`src/rtl/button_debouncer.sv`:
```
// Push-button conditioner: synchronises a raw pin, rejects contact bounce and
// produces a clean level plus one-cycle press/release strobes.
module button_debouncer #(
    parameter int unsigned SYNC_STAGES   = 2,
    parameter int unsigned STABLE_CYCLES = 1000
) (
    input  logic clk,
    input  logic reset,
    input  logic btn_in,
    output logic btn_level,
    output logic press_pulse,
    output logic release_pulse
);

    localparam int unsigned CNT_W = $clog2(STABLE_CYCLES + 1);
    localparam logic [CNT_W-1:0] CNT_LAST = CNT_W'(STABLE_CYCLES - 1);

    typedef enum logic [1:0] {
        S_LOW  = 2'd0,
        S_RISE = 2'd1,
        S_HIGH = 2'd2,
        S_FALL = 2'd3
    } state_t;

    logic [SYNC_STAGES-1:0] r_sync;
    logic                   w_btn_s;
    state_t                 r_state;
    logic [CNT_W-1:0]       r_cnt;

    assign w_btn_s = r_sync[SYNC_STAGES-1];

    // Synchroniser chain; only its last stage feeds the FSM.
    always_ff @(posedge clk) begin
        if (reset) begin
            r_sync <= '0;
        end else begin
            r_sync <= {r_sync[SYNC_STAGES-2:0], btn_in};
        end
    end

    // Stability FSM: a level is accepted after STABLE_CYCLES equal samples.
    always_ff @(posedge clk) begin
        if (reset) begin
            r_state       <= S_LOW;
            r_cnt         <= '0;
            btn_level     <= 1'b0;
            press_pulse   <= 1'b0;
            release_pulse <= 1'b0;
        end else begin
            press_pulse   <= 1'b0;
            release_pulse <= 1'b0;
            case (r_state)
                S_LOW: begin
                    if (w_btn_s) begin
                        r_state <= S_RISE;
                        r_cnt   <= CNT_W'(1);
                    end else begin
                        r_cnt   <= '0;
                    end
                end
                S_RISE: begin
                    if (!w_btn_s) begin
                        r_state <= S_LOW;
                        r_cnt   <= '0;
                    end else if (r_cnt == CNT_LAST) begin
                        r_state     <= S_HIGH;
                        r_cnt       <= '0;
                        btn_level   <= 1'b1;
                        press_pulse <= 1'b1;
                    end else begin
                        r_cnt <= r_cnt + CNT_W'(1);
                    end
                end
                S_HIGH: begin
                    if (!w_btn_s) begin
                        r_state <= S_FALL;
                        r_cnt   <= CNT_W'(1);
                    end else begin
                        r_cnt   <= '0;
                    end
                end
                S_FALL: begin
                    if (w_btn_s) begin
                        r_state <= S_HIGH;
                        r_cnt   <= '0;
                    end else if (r_cnt == CNT_LAST) begin
                        r_state       <= S_LOW;
                        r_cnt         <= '0;
                        btn_level     <= 1'b0;
                        release_pulse <= 1'b1;
                    end else begin
                        r_cnt <= r_cnt + CNT_W'(1);
                    end
                end
                default: begin
                    r_state <= S_LOW;
                    r_cnt   <= '0;
                end
            endcase
        end
    end

endmodule

```
`config.mk`:
```
export PLATFORM = sky130hd
export DESIGN_NAME = button_debouncer
export DESIGN_NICKNAME = d
export VERILOG_FILES = /design/src/rtl/button_debouncer.sv
export SDC_FILE = /design/constraint.sdc
export NUM_CORES = 1
export LEC_CHECK = 0
export BUFFER_PORTS_ARGS = -buffer_cell sky130_fd_sc_hd__buf_2
export CELL_PAD_IN_SITES_DETAIL_PLACEMENT = 1
export CELL_PAD_IN_SITES_GLOBAL_PLACEMENT = 2
export CORE_AREA = 2 2 53 55
export DETAILED_ROUTE_END_ITERATION = 10
export DIE_AREA = 0 0 55 57
export PLACE_DENSITY = 0.68
export SLEW_MARGIN = 20
export SYNTH_ARGS = -nofsm -noshare
export SYNTH_HDL_FRONTEND = slang
export SYNTH_SLANG_ARGS = --single-unit
```
`constraint.sdc`:
```
create_clock -name clk -period 1.9 [get_ports clk]
set_input_delay 0.285 -clock clk [delete_from_list [all_inputs] [get_ports clk]]
set_output_delay 0.285 -clock clk [all_outputs]
set_load 0.03 [all_outputs]
```
==> reports/qor.csv <==
stage;metric;value;unit
status;outcome;finished, final reports clean;
critical_path;crit_arrival;1.87;ns
synth;netlist-cell-type-count;33;
drt;drcViolationCount;0;
die;dieArea;3140;µm²
critical_path;crit_chain;ha_1 > nand4bb_1 > or4_1 > a21oi_1;
placed_design;place_area;791;µm²
clock_tree;clkTransAtPathRegs;0.10;ns
clock_tree;clk_latency;0.29;ns
final_layout;fillerInstances;307;
synth;syn-cell-area;739;µm²
critical_path;required;2.12;ns
grt;grt_pass1_vias;632;
critical_path;start_kind;register;
clock_tree;cts.sinks;17;
final_layout;final_area;817;µm²
die;core.rowCount;19;
grt;gr-usage-all-layers;12.9;%
clock_tree;cts-root-buf;clkbuf_4;
critical_path;path_class;reg -> reg;
critical_path;worstPathMaxFanout;5;
synth;synth-seq-area-share;46.0;%
placed_design;dp_cells;109;
min_path;hp-class;in -> reg;
sta;slew_viol_final;0;
critical_path;max_stage_delay;0.55;ns
grt;grt_overflow;0;
placed_design;hpwl;1170;µm
clock_tree;cts_max_level;1;
drt;drtAntennaViolNets;0;
clock_tree;post_cts_buffers;0;
pwr;leakage;0.244;nW
pwr;powerDensity;693;nW/µm²
clock_tree;tritoncts;yes;
clock_tree;cts_hold_buf;0;
final_layout;diodes;0;
final_layout;drive_gt1_share;15.9;%
final_layout;syn2layout_area_growth;10.5;%
drt;viasPerCell;5.40;
sta;rsz0062_at_grt;false;
sta;worst_slew_pin_slew;0.369;ns
sta;finalHoldViolations;0;
sta;finalCritPeriodShare;86.7;%
synth;syn_avg_cell_area;9.73;µm²
sta;finalSetupViolations;0;
sta;max_slew_margin;75.4;%
grt;grt_max_degree;11;
die;core;2620;µm²
final_layout;multi_input_area;379;µm²
die;die_w;55;µm
die;start_util;28.3;%
drt;first_pass_iters;4;
final_layout;fin_nets;87;
grt;grt_pass1_wl;2910;µm
synth;yosysWarnings;0;
pwr;peakVddDrop;417;µV
critical_path;crit_path_end_kind;register;
drt;vias;610;
die;die_height;57;µm
synth;synth_nets;80;
drt;drt_iter0_markers;7;
critical_path;crit_path_top_delay_cell;or4_1;
final_layout;final_cells;113;
drt;drt_wl_total;1650;µm
placed_design;portBuffers;5;
final_layout;regArea;340;µm²
grt;antenna_found_initial;0;
clock_tree;cts.path.max_buffers;2;
drt;wl_per_cell;14.6;µm
synth;synth_cells;76;
sta;skew;0.00623;ns
critical_path;r2r_cells;4;
die;ioPinCount;6;
sta;max_clock_freq;0.607;GHz
sta;period_minus_slack;1.65;ns
min_path;hold_depth;2;
synth;synth_seq_cells;17;
clock_tree;cts_made_buffers;3;
sta;setup_tns;0;ns
placed_design;place.gp.congestion;0.731;
run;max-cap-violations;0;
clock_tree;cts-resized-gates;0;
[worst paths after layout]
path / startpoint / slack [ns] / end
min: btn_in / 0.21 / r_sync[0]$_SDFF_PP0_
min reg2reg: r_sync[0]$_SDFF_PP0_ / 0.44 / r_sync[1]$_SDFF_PP0_
max: r_cnt[0]$_SDFF_PP0_ / 0.25 / register
max reg2reg: r_cnt[0]$_SDFF_PP0_ / 0.25 / register
[stage by stage]
step	utilization, %	worst slack [ns]	hold slack, ns	total power, mW
after floorplan	-	0.443	0.413	0.376
final	31.2	0.252	0.205	0.567
after global placement	30.2	0.350	0.420	0.379
after global routing	31.2	0.101	0.236	0.592
after detailed placement	30.2	0.264	0.425	0.380
after CTS	31.2	0.248	0.193	0.577
[cells in the mapped netlist, drive strengths merged]
cell / count / share of area [%]
dfxtp: 17 / 46
nand2: 5 / 2.5
a211oi: 4 / 5.4
o31ai: 4 / 4.1
nand3: 3 / 2.0
nor2b: 3 / 2.5
nor3: 3 / 2.0
o21ai: 3 / 2.0
or3: 3 / 2.5
or4: 3 / 3.0
a221oi: 2 / 2.4
and3: 2 / 1.9
clkbuf: 2 / 1.0
inv: 2 / 1.0
nand2b: 2 / 1.7
nor2: 2 / 1.0
xnor2: 2 / 2.4
a211o: 1 / 1.2
a21oi: 1 / 0.68
a311oi: 1 / 1.2
a31o: 1 / 1.2
a41oi: 1 / 1.2
and4: 1 / 1.2
and4bb: 1 / 1.7
buf: 1 / 0.68
ha: 1 / 1.7
nand4: 1 / 0.85
nand4bb: 1 / 1.5
nor3b: 1 / 1.0
o41ai: 1 / 1.2
xor2: 1 / 1.2
[area by class of cell]
type / count / area share, %
clock buffers: 4 / 3.22
inverters: 2 / 0.919
well taps: 31 / 4.75
flip-flops and latches: 17 / 41.7
multi-input cells: 54 / 46.4
repair buffers: 5 / 3.06
[where the power goes]
part	internal [mW]	leakage, nW	switching (mW)
registers	0.359	0.137	0.00183
logic	0.00451	0.0919	0.00572
clock network	0.0816	0.0150	0.114
[cells in the final DEF, fill, tap and decap left out, types with 2 or more instances in the layout]
cell,count
dfxtp_1,17
xnor2_1,2
nor3_1,3
nor2_1,2
or4_1,3
nand2_1,5
o31ai_1,4
clkbuf_4,3
buf_2,5
a221oi_1,2
nor2b_1,3
nand3_1,3
inv_1,2
a211oi_1,2
o21ai_0,3
nand2b_1,2
or3_1,3
a211oi_2,2
[flip-flops by register name, summed over array words and instances, names as in the netlist, named ones only]
| signal | flops |
|---|---|
| release_pulse | 1 |
| r_state | 1 |
| press_pulse | 1 |
| btn_level | 1 |
| r_cnt | 10 |
| r_sync | 2 |
[routing by layer]
metal / wire length, µm / vias to the layer above / GRT usage [%]
li1: - / 303 / -
met1: 838 / 295 / 18.3
met2: 748 / 8 / 18.7
met3: 31 / 4 / 3.14
met4: 27 / 0 / 5.23
met5: 0 / - / 0
[cell families after synthesis]
family	after synthesis	share of synthesized area, %
simple gates	31	25.6
buf+inv	5	2.71
fa+ha+maj	1	1.69
compound gates	19	20.5
flops	17	46.0
xor+xnor	3	3.55
[critical path: cells and delay by family (launching register included)]
| kind | cells | cell delay (ns) |
|---|---|---|
| AO/OA/AOI/OAI | 1 | 0.15 |
| AND/OR/NAND/NOR | 2 | 0.77 |
| adder cells (fa/ha/maj) | 1 | 0.27 |
| flip-flops | 1 | 0.38 |
(Power assumes the default switching activity.)
